==> config.mk <==
export PLATFORM = sky130hd
export DESIGN_NAME = uart_tx_fifo
export DESIGN_NICKNAME = d
export VERILOG_FILES = /design/src/rtl/uart_pkg.sv /design/src/rtl/sync_fifo.sv /design/src/rtl/uart_tx_fifo.sv
export SDC_FILE = /design/constraint.sdc
export NUM_CORES = 1
export LEC_CHECK = 0
export BUFFER_PORTS_ARGS = -buffer_cell sky130_fd_sc_hd__buf_2
export CAP_MARGIN = 20
export CORE_UTILIZATION = 45
export DETAILED_ROUTE_END_ITERATION = 8
export GPL_TIMING_DRIVEN = 0
export PLACE_DENSITY_LB_ADDON = 0.1
export SLEW_MARGIN = 20
export SYNTH_ARGS = -nofsm -noshare
export SYNTH_HDL_FRONTEND = slang
export SYNTH_HIERARCHICAL = 1
export SYNTH_SLANG_ARGS = --single-unit
export TNS_END_PERCENT = 10
==> constraint.sdc <==
create_clock -name clk -period 6.1 [get_ports clk]
set_input_delay 1.22 -clock clk [delete_from_list [all_inputs] [get_ports clk]]
set_output_delay 1.22 -clock clk [all_outputs]
set_load 0.02 [all_outputs]
==> src/rtl/uart_pkg.sv <==
// Shared definitions for the UART transmit path: FSM state encoding and ASCII constants.
package uart_pkg;

  localparam int unsigned BYTE_W = 8;

  typedef enum logic [1:0] {
    IDLE    = 2'd0,
    ISSUE   = 2'd1,
    WAIT_HI = 2'd2,
    WAIT_LO = 2'd3
  } tx_state_e;

  localparam logic [BYTE_W-1:0] ASCII_CR  = 8'h0D;
  localparam logic [BYTE_W-1:0] ASCII_LF  = 8'h0A;
  localparam logic [BYTE_W-1:0] ASCII_ESC = 8'h1B;

endpackage

==> src/rtl/sync_fifo.sv <==
// Byte FIFO with registered occupancy count; the full test uses the count at the start of the cycle.
module sync_fifo
  import uart_pkg::*;
#(
  parameter int unsigned DEPTH_LOG2 = 4
) (
  input  logic                  clk,
  input  logic                  rst,
  input  logic                  push,
  input  logic [BYTE_W-1:0]     push_data,
  input  logic                  pop,
  output logic [BYTE_W-1:0]     head,
  output logic [DEPTH_LOG2:0]   count,
  output logic                  full,
  output logic                  empty
);

  localparam int unsigned DEPTH = 2 ** DEPTH_LOG2;
  localparam int unsigned CNT_W = DEPTH_LOG2 + 1;
  localparam logic [DEPTH_LOG2-1:0] PTR_ONE = DEPTH_LOG2'(1);
  localparam logic [CNT_W-1:0]      CNT_ONE = CNT_W'(1);

  logic [BYTE_W-1:0]     mem [DEPTH];
  logic [DEPTH_LOG2-1:0] wr_ptr;
  logic [DEPTH_LOG2-1:0] rd_ptr;
  logic                  do_push;
  logic                  do_pop;

  assign full    = (count == CNT_W'(DEPTH));
  assign empty   = (count == '0);
  assign do_push = push && !full;
  assign do_pop  = pop && !empty;
  assign head    = mem[rd_ptr];

  // Pointers wrap naturally modulo DEPTH; count tracks occupancy separately.
  always_ff @(posedge clk) begin
    if (rst) begin
      wr_ptr <= '0;
      rd_ptr <= '0;
      count  <= '0;
    end else begin
      if (do_push) wr_ptr <= wr_ptr + PTR_ONE;
      if (do_pop)  rd_ptr <= rd_ptr + PTR_ONE;
      case ({do_push, do_pop})
        2'b10:   count <= count + CNT_ONE;
        2'b01:   count <= count - CNT_ONE;
        default: count <= count;
      endcase
    end
  end

  always_ff @(posedge clk) begin
    if (do_push) mem[wr_ptr] <= push_data;
  end

endmodule

==> src/rtl/uart_tx_fifo.sv <==
// Buffers lab-DUT tx bytes and hands them to buart one strobe at a time, paced by busy.
// Optional CRLF_EXPAND_EN: a popped LF is sent as CR followed by LF.
module uart_tx_fifo
  import uart_pkg::*;
#(
  parameter int unsigned DEPTH_LOG2 = 4,
  parameter int unsigned BUSY_TO    = 4
) (
  input  logic                  clk,
  input  logic                  rst,
  input  logic [BYTE_W-1:0]     txdata,
  input  logic                  txDataValid,
  input  logic                  txBusy,
  output logic [BYTE_W-1:0]     utb_txdata,
  output logic                  utb_txdata_rdy,
  output logic [DEPTH_LOG2:0]   fifo_count,
  output logic                  overflow
);

  localparam int unsigned TMR_W = $clog2(BUSY_TO + 1);

  tx_state_e         state_q, state_d;
  logic [TMR_W-1:0]  timer_q, timer_d;
  logic [BYTE_W-1:0] data_d;
  logic              rdy_d;
  logic              pop;
  logic [BYTE_W-1:0] head;
  logic              full;
  logic              empty;
`ifdef CRLF_EXPAND_EN
  logic              pend_q, pend_d;
`endif

  sync_fifo #(
    .DEPTH_LOG2 (DEPTH_LOG2)
  ) u_fifo (
    .clk       (clk),
    .rst       (rst),
    .push      (txDataValid),
    .push_data (txdata),
    .pop       (pop),
    .head      (head),
    .count     (fifo_count),
    .full      (full),
    .empty     (empty)
  );

  always_ff @(posedge clk) begin
    if (rst) begin
      state_q        <= IDLE;
      timer_q        <= '0;
      utb_txdata     <= '0;
      utb_txdata_rdy <= 1'b0;
      overflow       <= 1'b0;
`ifdef CRLF_EXPAND_EN
      pend_q         <= 1'b0;
`endif
    end else begin
      state_q        <= state_d;
      timer_q        <= timer_d;
      utb_txdata     <= data_d;
      utb_txdata_rdy <= rdy_d;
      overflow       <= overflow | (txDataValid & full);
`ifdef CRLF_EXPAND_EN
      pend_q         <= pend_d;
`endif
    end
  end

  // Timeout counts from the strobe cycle, so the ISSUE cycle is the first of BUSY_TO.
  always_comb begin
    state_d = state_q;
    timer_d = timer_q;
    data_d  = utb_txdata;
    rdy_d   = 1'b0;
    pop     = 1'b0;
`ifdef CRLF_EXPAND_EN
    pend_d  = pend_q;
`endif
    case (state_q)
      IDLE: begin
`ifdef CRLF_EXPAND_EN
        if (pend_q && !txBusy) begin
          data_d  = ASCII_LF;
          pend_d  = 1'b0;
          rdy_d   = 1'b1;
          state_d = ISSUE;
        end else if (!empty && !txBusy) begin
          pop     = 1'b1;
          rdy_d   = 1'b1;
          state_d = ISSUE;
          if (head == ASCII_LF) begin
            data_d = ASCII_CR;
            pend_d = 1'b1;
          end else begin
            data_d = head;
          end
        end
`else
        if (!empty && !txBusy) begin
          pop     = 1'b1;
          data_d  = head;
          rdy_d   = 1'b1;
          state_d = ISSUE;
        end
`endif
      end
      ISSUE: begin
        timer_d = TMR_W'(1);
        state_d = WAIT_HI;
      end
      WAIT_HI: begin
        if (txBusy) begin
          state_d = WAIT_LO;
        end else if (timer_q >= TMR_W'(BUSY_TO - 1)) begin
          state_d = IDLE;
        end else begin
          timer_d = timer_q + TMR_W'(1);
        end
      end
      WAIT_LO: begin
        if (!txBusy) state_d = IDLE;
      end
      default: state_d = IDLE;
    endcase
  end

endmodule

======== Word-level counts from Yosys, hierarchy flattened ========
Memory sizes are Yosys's and may differ from the RTL's. A register that Yosys moved wholly into a read port is not among the register bits.
Index checks and enable logic that the tools add are counted.
storage, ports and cells
  flip-flop bits (word level) ............. 20
  bits in latches ......................... 0
  RAM bits ................................ 128
  memory bits (read-only) ................. 0
  input port bits ......................... 12
  output and inout bits ................... 15
  logic and storage cells ................. 53
  memories kept ........................... 1
operators by class
  add/subtract/negate cells ............... 5
  multipliers ............................. 0
  div/mod/pow operators ................... 0
  order comparisons ....................... 1
  equality and inequality tests ........... 11
  shift-type cells ........................ 0
  muxes and demuxes ....................... 13
  bitwise gates (word level) .............. 2
  reductions and logical operators ........ 13
memories
  memory      depth  bits a word  rd ports  clocked after Yosys merged registers in  write ports  line             RTL
  u_fifo.mem  16     8            1         1                                        1            sync_fifo.sv:23  logic [BYTE_W-1:0] mem [DEPTH];
operators with widths
  cell                                                                    count
  5-bit case mux with 2 select lines                                      1
  4-bit by 1-bit adder with 4-bit output (second input constant)          2
  2-bit 2-to-1 mux                                                        4
  2-bit != test (second input constant)                                   4
  2-bit case mux with 4 select lines                                      1
  2-bit equality test (second input constant)                             3
  3-bit 2-to-1 mux                                                        2
  3-bit case mux with 2 select lines                                      1
  3-bit AND reduction                                                     2
  5-bit by 1-bit adder with 5-bit output (second input constant)          1
  5-bit equality test (second input constant)                             1
  5-bit logical NOT                                                       1
  5-bit by 1-bit subtractor with 5-bit output (second input constant)     1
  2-bit by 1-bit equality test with 1-bit output (second input constant)  2
  1-bit 2-to-1 mux                                                        4
  2-bit nonzero test                                                      2
  3-bit by 1-bit adder with 3-bit output (second input constant)          1
  3-bit by 2-bit >= comparator with 1-bit output (second input constant)  1
  1-bit logical AND                                                       3
  1-bit logical NOT                                                       3
  3-bit != test (second input constant)                                   1
  2-bit logical NOT                                                       1
  2-bit AND reduction                                                     1
  1-bit AND                                                               1
  1-bit OR                                                                1

======== Depth between registers and ports, before layout ========
  depth after elaboration ................. 8
  depth in mapped cells ................... 15
  depth with buffers taken out ............ 12

======== Hierarchy ========
Netlist, hierarchy kept.
modules (own cells, without submodules)
  module        instances  cells an instance  area each (sq um)  sequential area each (sq um)
  sync_fifo     1          305                5,974.5            4,184.0
  uart_tx_fifo  1          66                 605.6              300.3

======== Least setup slack after synthesis ========
OpenSTA, ideal clock, no wires.
  path type ............................... input -> register
  from .................................... input txBusy
  to ...................................... register u_fifo.count[2]
  setup time .............................. 0.071 ns
  data arrival time ....................... 3.440 ns
  required time ........................... 6.029 ns
  slack ................................... 2.589 ns
  stages .................................. 11
  buffers on the path ..................... 1
  path through ............................ or4_4 clkinv_4 o21ai_4 inv_1 ha_1 clkbuf_1 xor2_1 ha_1 o21a_1 or4_1 a21oi_1
between the ends
  longest elaborated chain between the ends .. 7
  elaborated cells on any way between the ends .. 9
  classes of those cells .................. eq/ne (2); mux (3); reduce/logical (4)
ends and longest elaborated chain
  item                                                                                          line                 RTL
  from (decl)                                                                                   uart_tx_fifo.sv:13   input logic txBusy,
  1-bit logical NOT *                                                                           --
  1-bit logical AND *                                                                           uart_tx_fifo.sv:100  if (!empty && !txBusy) begin
  1-bit 2-to-1 mux *                                                                            uart_tx_fifo.sv:100
  1-bit 2-to-1 mux *                                                                            --
  via pop                                                                                       uart_tx_fifo.sv:26   logic pop;
  1-bit logical AND *                                                                           sync_fifo.sv:32      assign do_pop = pop && !empty;
  via u_fifo.do_pop                                                                             sync_fifo.sv:27      logic do_pop;
  2-bit by 1-bit equality test with 1-bit output / 2-bit equality test (equally long branches)  sync_fifo.sv:44      case ({do_push, do_pop})
  5-bit case mux with 2 select lines / 2-bit nonzero test (equally long branches)               --
  to (signal assigned)                                                                          sync_fifo.sv:45      2'b10: count <= count + CNT_ONE;
  to (signal assigned)                                                                          sync_fifo.sv:46      2'b01: count <= count - CNT_ONE;
  to (signal assigned)                                                                          sync_fifo.sv:47      default: count <= count;
  to (decl)                                                                                     sync_fifo.sv:13      output logic [DEPTH_LOG2:0] count,
Mark *: on every way through the listed nets, which the timed path passes. The rest lies on a longest branch.
A chain may end at the register's enable or synchronous reset.

======== Worst setup path in the final report ========
Same ends and word-level chain as after synthesis.

==> metrics.csv <==
stage,metric,value,unit
detailed_routing,drt_first_pass_iters,4,
detailed_routing,drcViolationCount,0,
layout,nets,440,
worst_setup_path,critical_path.top_delay_family,simple AND/OR/NAND/NOR gates,
cts,clk_latency,0.42,ns
detailed_routing,vias,3418,
synth,synth_edf_count,128,
die,io_pins,27,
cts,htree_levels,4,
cts,tritoncts,yes,
detailed_routing,route.met3.wl,430,um
die,die_area,15100,um^2
synth,syn_nets,393,
pwr,power.leakage,2.59,nW
global_route,grt.overflow.total,0,
die,die_w,123,um
cts,root_buffer,clkbuf_16,
detailed_routing,met1_length,5.87,mm
worst_setup_path,crit_type,in -> reg,
timing,setup_viol,0,
cts,cts_buffers,17,
timing,max_freq,287,MHz
flow_run,maxCapViolCount,0,
worst_setup_path,r2r-start,u_fifo/count[2],
worst_setup_path,path_cells,buf_2 > or4_4 > clkinv_4 > o21ai_4 > inv_1 > ha_1 > clkbuf_1 > xor2_1 > ha_1 > o21a_1 > or4_1 > a21oi_1,
pwr,power_density,389,nW/um^2
timing,setup_ws,2.61,ns
timing,tightest_slew,0.972,ns
global_route,grt_max_degree,17,
cts,clockBufferDepth,2,
layout,layout-drive-gt1-share,0.220,
outcome,status,completed,
cts,cts_setup_buffers,0,
synth,synthTopCellsByArea,"edfxtp_1, mux4_1, dfxtp_1, mux4_2, ha_1",
worst_setup_path,slowest_delay,0.51,ns
synth,synth_top_area_share,0.584,
synth,synth_ff_type,edfxtp_1,
layout,area_growth,14.9,%
worst_setup_path,startpoint_type,input port,
layout,diodes,0,
min_path,worstHoldStart,utb_txdata[4],
cts,cts.sinks,160,
timing,fin_tns_setup,0,ns
detailed_routing,routedWlPerCell,20.4,um
placed_design,dp_hpwl,8.43,mm
cts,clk_pin_slew,0.07,ns
detailed_routing,dr.max_layer_used,met4,
detailed_routing,drt_wl_total,12.5,mm
synth,synth_warnings,6,
synth,synth-seq-cells,160,
timing,fin_skew,0.0101,ns
worst_setup_path,crit_buf_inv,4,
synth,syn_inst,371,
cts,ctsHoldBuffers,0,
synth,synth_top_area_cell,edfxtp_1,
die,rows,43,
synth,synthArstFlopShare,0,
global_route,grt_pass1_vias,3429,
layout,seq_area,4480,um^2
layout,layout.cells.non_filler,611,
timing,timing.max_slew.rel_slack,0.350,
placed_design,dpl_worst_slack,2.17,ns
timing,fin_crit_sh,0.572,
detailed_routing,avgViaCountPerCell,5.59,
global_route,antenna_found_initial,0,
detailed_routing,ant_nets,0,
placed_design,portBuffers,26,
cts,postCtsResizedCells,0,
global_route,grt_usage,0.185,
worst_setup_path,cp_data_arrival_time,3.84,ns
worst_setup_path,cp_slowest_cell,or4_4,
die,core-area,14100,um^2
timing,slew_viol_final,0,
worst_setup_path,endpoint_kind,flop,
layout,multiInputGateArea,1950,um^2
placed_design,gp_congestion,0.763,
timing,finalCriticalPeriod,3.49,ns
worst_setup_path,cp.required,6.45,ns
die,start_util,0.467,
timing,rsz0062_at_grt,no,
die,die_h,123,um
min_path,min_path_type,reg -> reg,
detailed_routing,met2_length,6.03,mm
pwr,peakVddDrop,0.223,mV
synth,yosysSeqAreaShare,0.681,
worst_setup_path,crit_fanout,13,
detailed_routing,drt_iter0_markers,210,
synth,synthesis.area,6580,um^2
timing,hold_violations,0,
worst_setup_path,startpoint,txBusy,
synth,ys_types,53,
placed_design,place_inst,579,
worst_setup_path,rrSetupSlack,2.66,ns
worst_setup_path,crit_path_frequent_cell,ha_1,
layout,fill_cells,1135,
synth,syn_avg_cell_area,17.7,um^2
global_route,grt_pass1_wl,19.5,mm
-- power breakdown --
group          total [mW]  switching, mW  internal, mW  leakage, nW
registers            1.29         0.0448          1.25         1.42
clock network        1.04          0.436         0.599        0.295
logic               0.608          0.337         0.271        0.882
-- logic make-up (layout without fill, tap and decap cells) --
kind of cell,Yosys count,in the layout,share of synthesized area
AO/OA/AOI/OAI,36,36,0.0426
XOR/XNOR,8,8,0.0106
adder cells (fa/ha/maj),10,10,0.0190
buffers and inverters,30,90,0.0253
flip-flops,160,160,0.681
multiplexers,44,44,0.159
AND/OR/NAND/NOR,83,83,0.0618
-- cells in the final DEF (no fill, tap or decap), drive strengths merged, types with 2 or more instances in the layout --
| cell type | netlist | layout |
|---|---|---|
| nor3b | 2 | 2 |
| mux4 | 40 | 40 |
| nor4b | 2 | 2 |
| o21a | 5 | 5 |
| nand2b | 3 | 3 |
| nor2b | 2 | 2 |
| mux2i | 3 | 3 |
| inv | 8 | 16 |
| a22oi | 2 | 2 |
| nand2 | 24 | 24 |
| clkinv | 2 | 5 |
| xor2 | 7 | 7 |
| nor2 | 30 | 30 |
| ha | 10 | 10 |
| or4 | 4 | 4 |
| a21oi | 13 | 13 |
| a311oi | 2 | 2 |
| edfxtp | 128 | 128 |
| nor3 | 7 | 7 |
| o211ai | 4 | 4 |
| clkbuf | 9 | 29 |
| buf | 11 | 39 |
| dfxtp | 32 | 32 |
| nand3b | 3 | 3 |
| a211oi | 2 | 2 |
-- path summary, 6_finish.rpt --
path	end	depth (start not counted)
worst max-delay path	u_fifo/count[2]	12
worst min-delay path	utb_txdata[4]	2
worst max register to register	u_fifo/count[2]	15
worst min register to register	utb_txdata[4]	2
-- cell usage after synthesis, drive strengths merged, types with 2 or more instances --
library cell,number
edfxtp,128
mux4,40
dfxtp,32
nor2,30
nand2,24
a21oi,13
buf,11
ha,10
clkbuf,9
inv,8
nor3,7
xor2,7
o21a,5
o211ai,4
or4,4
mux2i,3
nand2b,3
nand3b,3
a211oi,2
a22oi,2
a311oi,2
clkinv,2
nor2b,2
nor3b,2
nor4b,2
-- routing by layer --
metal  vias up  track usage
met5         -            0
met4         0       0.0755
met3        10       0.0401
met2        69        0.292
met1      1765        0.251
li1       1574            -
-- registers in the layout, indices dropped and copies added, names as in the netlist, named ones only --
signal	flops
u_fifo/mem	128
overflow	1
timer_q	3
state_q	2
utb_txdata	8
utb_txdata_rdy	1
u_fifo/wr_ptr	4
u_fifo/count	5
u_fifo/rd_ptr	4
-- area by class of cell --
cell class,instances,share of cell area
Buffer,20,0.0162
Clock buffer,20,0.0662
Clock inverter,12,0.0116
Inverter,10,0.00579
Multi-Input combinational cell,181,0.258
Sequential cell,160,0.593
Tap cell,180,0.0298
Timing Repair Buffer,28,0.0192
-- per-stage QoR --
stage	area (um^2)	power [mW]	hold WS [ns]	util
floorplan	6580	1.76	0.492	-
global placement	6940	1.92	0.447	0.492
detailed placement	6970	1.93	0.453	0.494
CTS	7560	2.97	0.462	0.536
global route	7560	3.07	0.481	0.536
finish	7560	2.94	0.460	0.536
-- worst min-delay path: cells and delay by family (launching register included) --
kind / cells / cell delay (ns)
flops: 1 / 0.31
simple gates: 1 / 0.05
compound gates: 1 / 0.05
Power figures use the tool's default switching activity.
